**config.mk**
```make
export PLATFORM = sky130hd
export DESIGN_NAME = signed_narrow
export DESIGN_NICKNAME = d
export VERILOG_FILES = /design/src/rtl/signed_narrow.sv
export SDC_FILE = /design/constraint.sdc
export NUM_CORES = 1
export LEC_CHECK = 0
export ABC_AREA = 1
export CAP_MARGIN = 20
export CORE_ASPECT_RATIO = 0.6
export CORE_MARGIN = 2
export CORE_UTILIZATION = 45
export CTS_BUF_LIST = sky130_fd_sc_hd__clkbuf_4 sky130_fd_sc_hd__clkbuf_8
export DETAILED_ROUTE_END_ITERATION = 10
export PLACE_DENSITY = 0.82
export SYNTH_ARGS = -nofsm -noshare
export SYNTH_HDL_FRONTEND = slang
export SYNTH_SLANG_ARGS = --single-unit
```
**constraint.sdc**
```tcl
create_clock -name clk -period 3.25 [get_ports clk]
set_input_delay 0.65 -clock clk [delete_from_list [all_inputs] [get_ports clk]]
set_output_delay 0.65 -clock clk [all_outputs]
set_load 0.01 [all_outputs]
```
**src/rtl/signed_narrow.sv**
```systemverilog
// signed_narrow: converts a wide signed fixed-point value into a narrow signed
// integer. Stage 1 drops the fraction bits, and stage 2 saturates the headroom
// bits away. Both stages use valid/ready handshakes.
// Build option: define SIGNED_NARROW_ROUND_EN to round half toward +inf.
// Without it, the fraction bits are floored with an arithmetic shift.
module signed_narrow #(
  parameter int ORIGINAL_BITS  = 8,
  parameter int LEADING_BITS   = 8,
  parameter int FOLLOWING_BITS = 4,
  parameter int COUNT_BITS     = 16,
  localparam int W = ORIGINAL_BITS + LEADING_BITS + FOLLOWING_BITS,
  localparam int R = W + 1 - FOLLOWING_BITS
) (
  input  logic                     clk,
  input  logic                     rst,
  input  logic                     in_valid,
  output logic                     in_ready,
  input  logic [W-1:0]             in_data,
  output logic                     out_valid,
  input  logic                     out_ready,
  output logic [ORIGINAL_BITS-1:0] out_data,
  output logic                     out_sat,
  output logic [COUNT_BITS-1:0]    sat_count,
  input  logic                     sat_clear
);

`ifdef SIGNED_NARROW_ROUND_EN
  localparam logic [W:0] BIAS = (W+1)'(1) << (FOLLOWING_BITS - 1);
`else
  localparam logic [W:0] BIAS = '0;
`endif

  localparam logic [ORIGINAL_BITS-1:0] MAX_VAL = {1'b0, {(ORIGINAL_BITS-1){1'b1}}};
  localparam logic [ORIGINAL_BITS-1:0] MIN_VAL = {1'b1, {(ORIGINAL_BITS-1){1'b0}}};

  logic                     s1_valid_q, s1_valid_d;
  logic [R-1:0]             s1_r_q, s1_r_d;
  logic                     out_valid_q, out_valid_d;
  logic [ORIGINAL_BITS-1:0] out_data_q, out_data_d;
  logic                     out_sat_q, out_sat_d;
  logic [COUNT_BITS-1:0]    sat_count_q, sat_count_d;

  logic [W:0]                biased;
  logic [R-1:0]              round_r;
  logic [FOLLOWING_BITS-1:0] dropped_frac_unused;
  logic [ORIGINAL_BITS-1:0]  sat_data;
  logic                      sat_flag;
  logic                      s2_move;
  logic                      out_fire;

  // Round stage: one extra bit above the sign absorbs the carry that the bias
  // can produce, and taking the top slice of the sum is the arithmetic shift.
  always_comb begin
    biased              = {in_data[W-1], in_data} + BIAS;
    round_r             = biased[W:FOLLOWING_BITS];
    dropped_frac_unused = biased[FOLLOWING_BITS-1:0];
  end

  // Saturate stage: the value fits only when every bit above the narrow sign bit
  // is a copy of that bit. Otherwise the result clamps toward the sign of r.
  always_comb begin
    sat_data = s1_r_q[ORIGINAL_BITS-1:0];
    sat_flag = 1'b0;
    if (!((&s1_r_q[R-1:ORIGINAL_BITS-1]) || !(|s1_r_q[R-1:ORIGINAL_BITS-1]))) begin
      sat_flag = 1'b1;
      sat_data = s1_r_q[R-1] ? MIN_VAL : MAX_VAL;
    end
  end

  // Handshake and next state. Stage 2 advances whenever its slot is empty or is
  // being drained. Stage 1 accepts input whenever it can pass its sample on.
  always_comb begin
    s2_move     = !out_valid_q || out_ready;
    in_ready    = !s1_valid_q || s2_move;
    out_fire    = out_valid_q && out_ready;

    s1_valid_d  = s1_valid_q;
    s1_r_d      = s1_r_q;
    out_valid_d = out_valid_q;
    out_data_d  = out_data_q;
    out_sat_d   = out_sat_q;
    sat_count_d = sat_count_q;

    if (in_ready) begin
      s1_valid_d = in_valid;
      if (in_valid) begin
        s1_r_d = round_r;
      end
    end

    if (s2_move) begin
      out_valid_d = s1_valid_q;
      if (s1_valid_q) begin
        out_data_d = sat_data;
        out_sat_d  = sat_flag;
      end
    end

    if (sat_clear) begin
      sat_count_d = '0;
    end else if (out_fire && out_sat_q && !(&sat_count_q)) begin
      sat_count_d = sat_count_q + COUNT_BITS'(1);
    end
  end

  // State registers. Reset discards any samples that are still in flight.
  always_ff @(posedge clk) begin
    if (rst) begin
      s1_valid_q  <= 1'b0;
      s1_r_q      <= '0;
      out_valid_q <= 1'b0;
      out_data_q  <= '0;
      out_sat_q   <= 1'b0;
      sat_count_q <= '0;
    end else begin
      s1_valid_q  <= s1_valid_d;
      s1_r_q      <= s1_r_d;
      out_valid_q <= out_valid_d;
      out_data_q  <= out_data_d;
      out_sat_q   <= out_sat_d;
      sat_count_q <= sat_count_d;
    end
  end

  assign out_valid = out_valid_q;
  assign out_data  = out_data_q;
  assign out_sat   = out_sat_q;
  assign sat_count = sat_count_q;

endmodule
```
# Word level (Yosys, flattened, before mapping)

Index checks and enable logic that the tools add are counted.

Bits in registers: 43
Bits of input ports: 25
Output and inout port bits: 27
Word-level logic and storage cells: 26

$add $sub $neg: 1
Muxes and demuxes: 3
Reductions and logical operators: 16

Operators by type and width:

| kind                                           | number |
|---|---|
| adder 16 x 1 -> 16 bit (second input constant) | 1 |
| two-way mux 8 bit                              | 2 |
| AND reduction 16 bit                           | 1 |
| AND reduction 10 bit                           | 1 |
| OR reduction 10 bit                            | 1 |
| logical NOT 1 bit                              | 4 |
| AND reduction 2 bit                            | 2 |
| logical AND 1 bit                              | 3 |
| logical OR 1 bit                               | 3 |
| OR reduction 2 bit                             | 1 |
| two-way mux 1 bit                              | 1 |

# Logic depth before layout (Yosys ltp)

Depth after elaboration: 4
Mapped depth: 9

# Least setup slack after synthesis

No wires, ideal clock.

Kind: register to register
Start: register sat_count_q[0] (netlist: sat_count[0])
End: register sat_count_q[13] (netlist: sat_count[13])
Library setup time: 0.112 ns
Data arrival time: 1.386 ns
Setup slack: 1.752 ns
Cell stages (with the launch flop): 10
Period minus slack after synthesis: 1.498 ns
Cell sequence: dfxtp_1 > ha_1 > nand2_1 > nor2_2 > nand2_2 > nor2_4 > nor2_4 > buf_6 > a21oi_2 > nor2_1

Cells in the longest elaborated chain, start to end: 3
Elaborated cells between the ends (all ways): 4
Those cells by class: 1 x add/sub; 3 x reduce/logical

RTL lines:

| what                                                           | RTL line | RTL |
|---|---|---|
| from (decl)                                                    | 41       | `logic [COUNT_BITS-1:0] sat_count_q, sat_count_d;` |
| from (signal assigned)                                         | 121      | `sat_count_q <= sat_count_d;` |
| branches (longest 3 deep; another with adder 16 x 1 -> 16 bit) | --       |  |

Several ways; the timed one is not identified.
A chain may end at the register's enable or synchronous reset.

# Worst setup path after layout

Start: input port out_ready
End: output port in_ready

Cells in the longest elaborated chain, start to end: 2

RTL lines:

| what             | RTL line | RTL |
|---|---|---|
| from (decl)      | 20       | `input logic out_ready,` |
| logical OR 1 bit | 73       | `s2_move = !out_valid_q \|\| out_ready;` |
| logical OR 1 bit | 74       | `in_ready = !s1_valid_q \|\| s2_move;` |
| to (decl)        | 17       | `output logic in_ready,` |

Every way passes these cells.

==> results.md <==
- In this run, the number of DRC markers left after iteration 0 of detailed routing was 133.
- STA classifies the critical path endpoint as a primary output.
- Total power for the finished layout comes to 0.9903 mW.
- The endpoint identified for the worst register-to-register timing path is sat_count[6]$_SDFFE_PP0P_.
- The worst hold-check path type is reg2reg.
- The number of primary I/O pins is 52.
- After detailed routing, the number of remaining DRC violations is 0.
- The hold violation total from the final report is 0.
- CTS built an H-tree with a depth of 2.
- The transition time of the tightest slew-check pin is 818.5 ps.
- The critical path goes through clkdlybuf4s50_1, inv_1, nand3_1, clkdlybuf4s50_1.
- 0 antenna diodes ended up in the layout.
- The worst slew slack as a fraction of its limit is 45.30%.
- Global routing used 18.74% of the available tracks across all layers.
- The buffer count from post-CTS setup fixing is 0.
- Summed over all cells, the static leakage comes to 0.9535 nW.
- The y dimension of the die is 55.51 um.
- The library cells used most frequently in the layout, excluding fill and tap cells, are sky130_fd_sc_hd__nand2_1 (51), sky130_fd_sc_hd__clkdlybuf4s50_1 (47), sky130_fd_sc_hd__dfxtp_1 (43), sky130_fd_sc_hd__a21oi_1 (39), sky130_fd_sc_hd__nor2_1 (38).
- Clock-pin slew was measured on the worst setup and hold paths at 70 ps.
- The detail route stage leaves a number of antenna-violating nets equal to 0.
- The worst stage delay on the critical path is 550 ps.
- The required arrival time at the worst endpoint is 2600 ps.
- In this run the mean area of a mapped cell was 7.005 um2.
- The endpoint arrival time on the critical path is 1860 ps.
- In this run the worst path has a maximum fanout of 3.
- The cell depth of the worst min-delay path is 2.
- During synthesis, Yosys emitted a total of 0 warnings.
- The internal reg-to-reg setup slack is 1600 ps.
- Buffers inserted during clock tree synthesis total 5.
- The register bit total from synthesis is 43.
- The wire length of the first global-routing pass is 7631 um.
- The post-synthesis cell type count is 24.
- The pin count of the biggest net entering global routing is 32.
- For hold timing, the worst endpoint is s1_r_q[5]$_SDFFE_PP0P_.
- The area of all placed cells without fillers is 0.002585 mm2.
- The average detailed-routed wire length per instance is 11.78 um.
- The aggregate global routing overflow is 0.
- Using the TritonRoute via totals, the vias-per-cell ratio works out to 4.949.
- Setup violations remaining at the end of the flow were counted as 0.
- The number of sinks handled by clock tree synthesis is 43.
- The critical path start-end classification is in2out.
- Setup repair after global routing left no endpoint under its margin.
- By area the synthesized netlist is led by sky130_fd_sc_hd__dfxtp_1 (43%), sky130_fd_sc_hd__a21oi_1 (9.8%), sky130_fd_sc_hd__nand2_1 (9.6%).
- After detailed routing, the total wire length is 4607 um.
- The number of max-slew violations in the final report is 0.
- The number of max-cap violations is 0.
- The number of placement rows is 18.
- The later pin in the worst-skew pair is clocked with a latency of 290 ps.
- The storage element area is 860.8 um2.
- The first detailed-routing pass ran for 5 iterations.
- The root cell of the clock tree is sky130_fd_sc_hd__clkbuf_8.
- The area growth from synthesis to layout is 29.94%.
- Fill cells in the final layout number 396.
- For this run, the top clock speed supported by timing is 0.3984 GHz.
- The slowest stage of the critical path belongs to the cell sky130_fd_sc_hd__clkdlybuf4s50_1.
- The flow ran to the end, and the final reports show no timing, DRC or antenna violations.
- In this run the horizontal extent of the chip is 89.84 um.
- The CTS tree is built.
- Summing over every cut layer, the via total after detailed routing is 1935.
- Summing every instance area after synthesis gives 0.001989 mm2.
- The number of hold buffers added after CTS was 0.
- In the final design database the tool counted 358 nets.
- Before CTS, the worst setup slack after placement is 741.5 ps.
- The share of the yosys chip area belonging to registers is 43.27%.
- The clock tree buffer depth is 2.
- The number of gates resized after CTS was 0.
- The number of cells on the worst reg-to-reg path is 7.
- The number of antenna violations at the first check in global routing is 0.
- Cells with a size suffix above 1 make up 6.344% of the layout.
- The routed design could run at a clock period as short as 2510 ps.
- The synthesized design spends more area on one cell type than any other, namely sky130_fd_sc_hd__dfxtp_1.
- Setup slack closes at 739.9 ps.
- The power density of the placed cells is 383.1 mW/mm2.
- In the finished design, the share of the clock period the worst path needs comes to 77.24%.
- The placed wire-length estimate after detailed placement is 3375 um.
- The full die area is 0.004987 mm2.
- The multi-input combinational cells in the finished layout cover a total of 959.7 um2.
- The worst setup path is launched from an input pin.
- The global placement routability congestion is 0.8212.
- The cell repeated most along the worst path is sky130_fd_sc_hd__clkdlybuf4s50_1.
- Counting every instance in the synthesized netlist gives 284.
- The final-layout setup total negative slack is 0 ps.
- The clock arrives with 6.519 ps of skew.
- The port buffer count is 47.
- The most frequent standard cell in the layout excluding fill and tap cells is sky130_fd_sc_hd__nand2_1.
- The core region is 0.004167 mm2.
- The critical hold path startpoint is s1_r_q[5]$_SDFFE_PP0P_.
- For this configuration, the core starts out at a cell density of 47.75%.
- The via count of the first global-routing pass was 1700.
- The startpoint of the worst register-to-register path is sat_count[0]$_SDFFE_PP0P_.
- The maximum vdd ir drop is 0.0002109 V.
- The instance area after placement is 0.002509 mm2.
- The synthesized design devotes to its leading area cell type 43.27% of total area.
- The number of nets handed over by synthesis was 310.
## cells in the mapped netlist
master and instances:
sky130_fd_sc_hd__nand2_2 4, sky130_fd_sc_hd__clkinv_1 1, sky130_fd_sc_hd__a21oi_1 39, sky130_fd_sc_hd__xor2_1 4, sky130_fd_sc_hd__buf_6 1, sky130_fd_sc_hd__a21oi_2 1, sky130_fd_sc_hd__ha_1 1, sky130_fd_sc_hd__clkbuf_1 3
sky130_fd_sc_hd__nand2_4 1, sky130_fd_sc_hd__o21ai_0 28, sky130_fd_sc_hd__nand3_2 1, sky130_fd_sc_hd__nand2_1 51, sky130_fd_sc_hd__nor2_4 2, sky130_fd_sc_hd__nor2_2 4, sky130_fd_sc_hd__o21ai_1 2, sky130_fd_sc_hd__dfxtp_1 43
sky130_fd_sc_hd__xnor2_1 2, sky130_fd_sc_hd__buf_1 1, sky130_fd_sc_hd__inv_1 33, sky130_fd_sc_hd__nor2_1 38, sky130_fd_sc_hd__buf_2 3, sky130_fd_sc_hd__nor3_1 3, sky130_fd_sc_hd__nand3_1 12, sky130_fd_sc_hd__nand4_1 6
## routing by layer
metal,vias up,share of wire (%),GRT usage [%]
met5,-,0,0
li1,1014,-,-
met3,2,8.0,4.911
met2,60,42,27.16
met1,859,50,27.06
met4,0,0.35,6.374
## registers in the layout, indices dropped and copies added, names as in the netlist
register	count
out_data	8
out_sat	1
out_valid	1
sat_count	16
s1_r_q	16
s1_valid_q	1
## critical path, delay by kind of cell
kind                   cells  cell delay, ps
buffers and inverters      3            1100
and+or+nand+nor            1             110
## cell families after synthesis
family | count (synthesis) | synth area share, %
buf+inv | 42 | 8.490
flops | 43 | 43.27
fa+ha+maj | 1 | 0.6288
compound gates | 70 | 17.80
xor+xnor | 6 | 2.641
simple gates | 122 | 27.17
## area by class of cell
class | instances | area share (%)
clock buffers | 6 | 2.953
inverters | 34 | 4.937
multi-input cells | 199 | 37.12
flip-flops and latches | 43 | 33.30
well taps | 60 | 2.904
repair buffers | 49 | 18.78
## how the worst max path moves through the flow
stage                                    startpoint                         end  slack, ps  depth (start not counted)
after floorplan           sat_count[0]$_SDFFE_PP0P_  sat_count[13]$_SDFFE_PP0P_       1750                          9
after global placement                    out_ready                    in_ready        740                          4
after detailed placement                  out_ready                    in_ready        740                          4
after CTS                                 out_ready                    in_ready        740                          4
after global routing                      out_ready                    in_ready        700                          4
final                                     out_ready                    in_ready        740                          4
## power breakdown
| group | internal [mW] | switching [mW] | leakage (nW) |
|---|---|---|---|
| sequential | 0.551 | 0.0127 | 0.353 |
| clock | 0.152 | 0.165 | 0.0406 |
| combinational | 0.0562 | 0.0538 | 0.560 |
| total | 0.759 | 0.232 | 0.953 |
## per-stage QoR
stage	utilization [%]	std cells	hold slack, ps
6_report	62.04	391	457.3
3_3_place_gp	60.21	385	443.6
3_5_place_dp	60.21	385	448.9
4_1_cts	62.04	391	460.5
5_1_grt	62.04	391	486.5
2_1_floorplan	-	284	429.5
(Power assumes the default switching activity.)
==> edit, RTL diff (same settings) <==
The option `SIGNED_NARROW_ROUND_EN` is turned on by a define.
--- a/src/rtl/signed_narrow.sv
+++ b/src/rtl/signed_narrow.sv
@@ -3,6 +3,8 @@
 // bits away. Both stages use valid/ready handshakes.
 // Build option: define SIGNED_NARROW_ROUND_EN to round half toward +inf.
 // Without it, the fraction bits are floored with an arithmetic shift.
+`define SIGNED_NARROW_ROUND_EN
+
 module signed_narrow #(
   parameter int ORIGINAL_BITS  = 8,
   parameter int LEADING_BITS   = 8,
Check against the original RTL: not equivalent (Yosys sat finds a counterexample within 4 cycles, from zero or initial values and one cycle with rst high).
==> edit against the original RTL <==
- design area up 21%
- clock skew down 0.0021 ns
- sequential share of layout area down 5.1 points
- total power up 7.0%
- worst setup slack worse by 0.011 ns
- register-to-register slack worse by 0.28 ns
- sequential cell count up 1
- routed wire length up 28%
- synthesized area up 27%
==> edit: results <==
[status]
outcome = "finished clean"

[synth]
synthesis.nets = 416
yosys.area_share.adder = 0.00992
ys_warn_count = 0
async_flop_share = 0
yosysSeqAreaShare = 0.349
synth_xor_area_frac = 0.0417
synth_cell_types = 28
synth_compound_area_frac = 0.136
synthTopCellsByArea = "dfxtp_1 35%, nand2_1 15%, nor2_1 9.1%, inv_1 7.6%, a21oi_1 5.0%"
synthTopCellsByCount = "101 x nand2_1, 61 x nor2_1, 51 x inv_1"

[grt]
grt_pass1_wl_um = 9580
grt_max_degree = 20
grt_pass1_vias = 2077
grt_usage = 0.197

[power]
p_sw_uw = 272
power_frac_clock = 0.312
p_leak_nw = 1.33
combPwrFrac = 0.143
vdd_drop_max_mv = 0.199

[timing]
skew_ns = 0.00441
worst_pin_slew_ns = 0.644

[hold_path]
hold_class = "flip-flop to flip-flop"

[final_layout]
layout.nets = 463
regMostFlops = "s1_r_q"
drive_gt1_frac = 0.0734
fillCellCount = 522

[placed_design]
globalplace.congestion = 0.891
hpwl_um = 4550
io_buffers = 48

[critical_path]
crit_family = "buffers and inverters"
max_stage_delay_ns = 0.56
rrSetupSlack_ns = 1.32

[routing]
vias = 2516
drt_first_pass_iters = 5
drtIter0Drc = 192
avgRoutedWirePerCell_um = 11.7

[clock_network]
clk_latency_ns = 0.29
post-cts-setup-buffers = 0
-- edit: cell count changes in the layout (fill, tap and decap cells not counted), sizes merged, moves of 5 or more --
cell   change
a21oi      -5
nand2     +50
nand3      +9
nor2      +23
inv       +18
o21ai      -9
xor2       +5
-- edit: cell type report --
class                   instances  share of cell area
multi-input cells             284               0.444
flip-flops and latches         44               0.282
repair buffers                 50               0.159
inverters                      51              0.0613
well taps                      69              0.0276
clock buffers                   6              0.0244
clock inverters                 1             0.00160
-- edit: worst reg2reg max path, stage by stage, from the launching register on --
cell     delay (ns)
dfxtp_1        0.46
ha_1           0.26
nand2_1        0.07
nor2_1         0.15
nand2_1        0.13
o21ai_2        0.51
nand2_1        0.14
a21oi_2        0.17
-- edit: metal layers --
| layer | track usage | part of all wire | wire length [µm] | vias up |
|---|---|---|---|---|
| li1 | - | - | - | 1316 |
| met1 | 0.289 | 0.51 | 3030 | 1119 |
| met2 | 0.291 | 0.41 | 2410 | 76 |
| met3 | 0.0436 | 0.071 | 417 | 5 |
| met4 | 0.0548 | 0.0081 | 48 | 0 |
| met5 | 0 | 0 | 0 | - |
-- edit: metrics by stage --
step	total power, mW	instances	hold WS, ns	setup slack, ns	area (µm²)
floorplan	0.672	389	0.430	1.60	2520
global placement	0.737	498	0.445	0.725	3040
detailed placement	0.741	498	0.444	0.714	3040
CTS	1.07	505	0.456	0.709	3120
global route	1.11	505	0.473	0.677	3120
finish	1.06	505	0.455	0.729	3120
-- edit: worst paths after layout --
check                 endpoint  depth (start not counted)    startpoint
hold reg to reg      s1_r_q[1]                          2     s1_r_q[1]
setup reg to reg  sat_count[2]                          7  sat_count[0]
setup / recovery      in_ready                          4     out_ready
hold / removal       s1_r_q[1]                          2     s1_r_q[1]
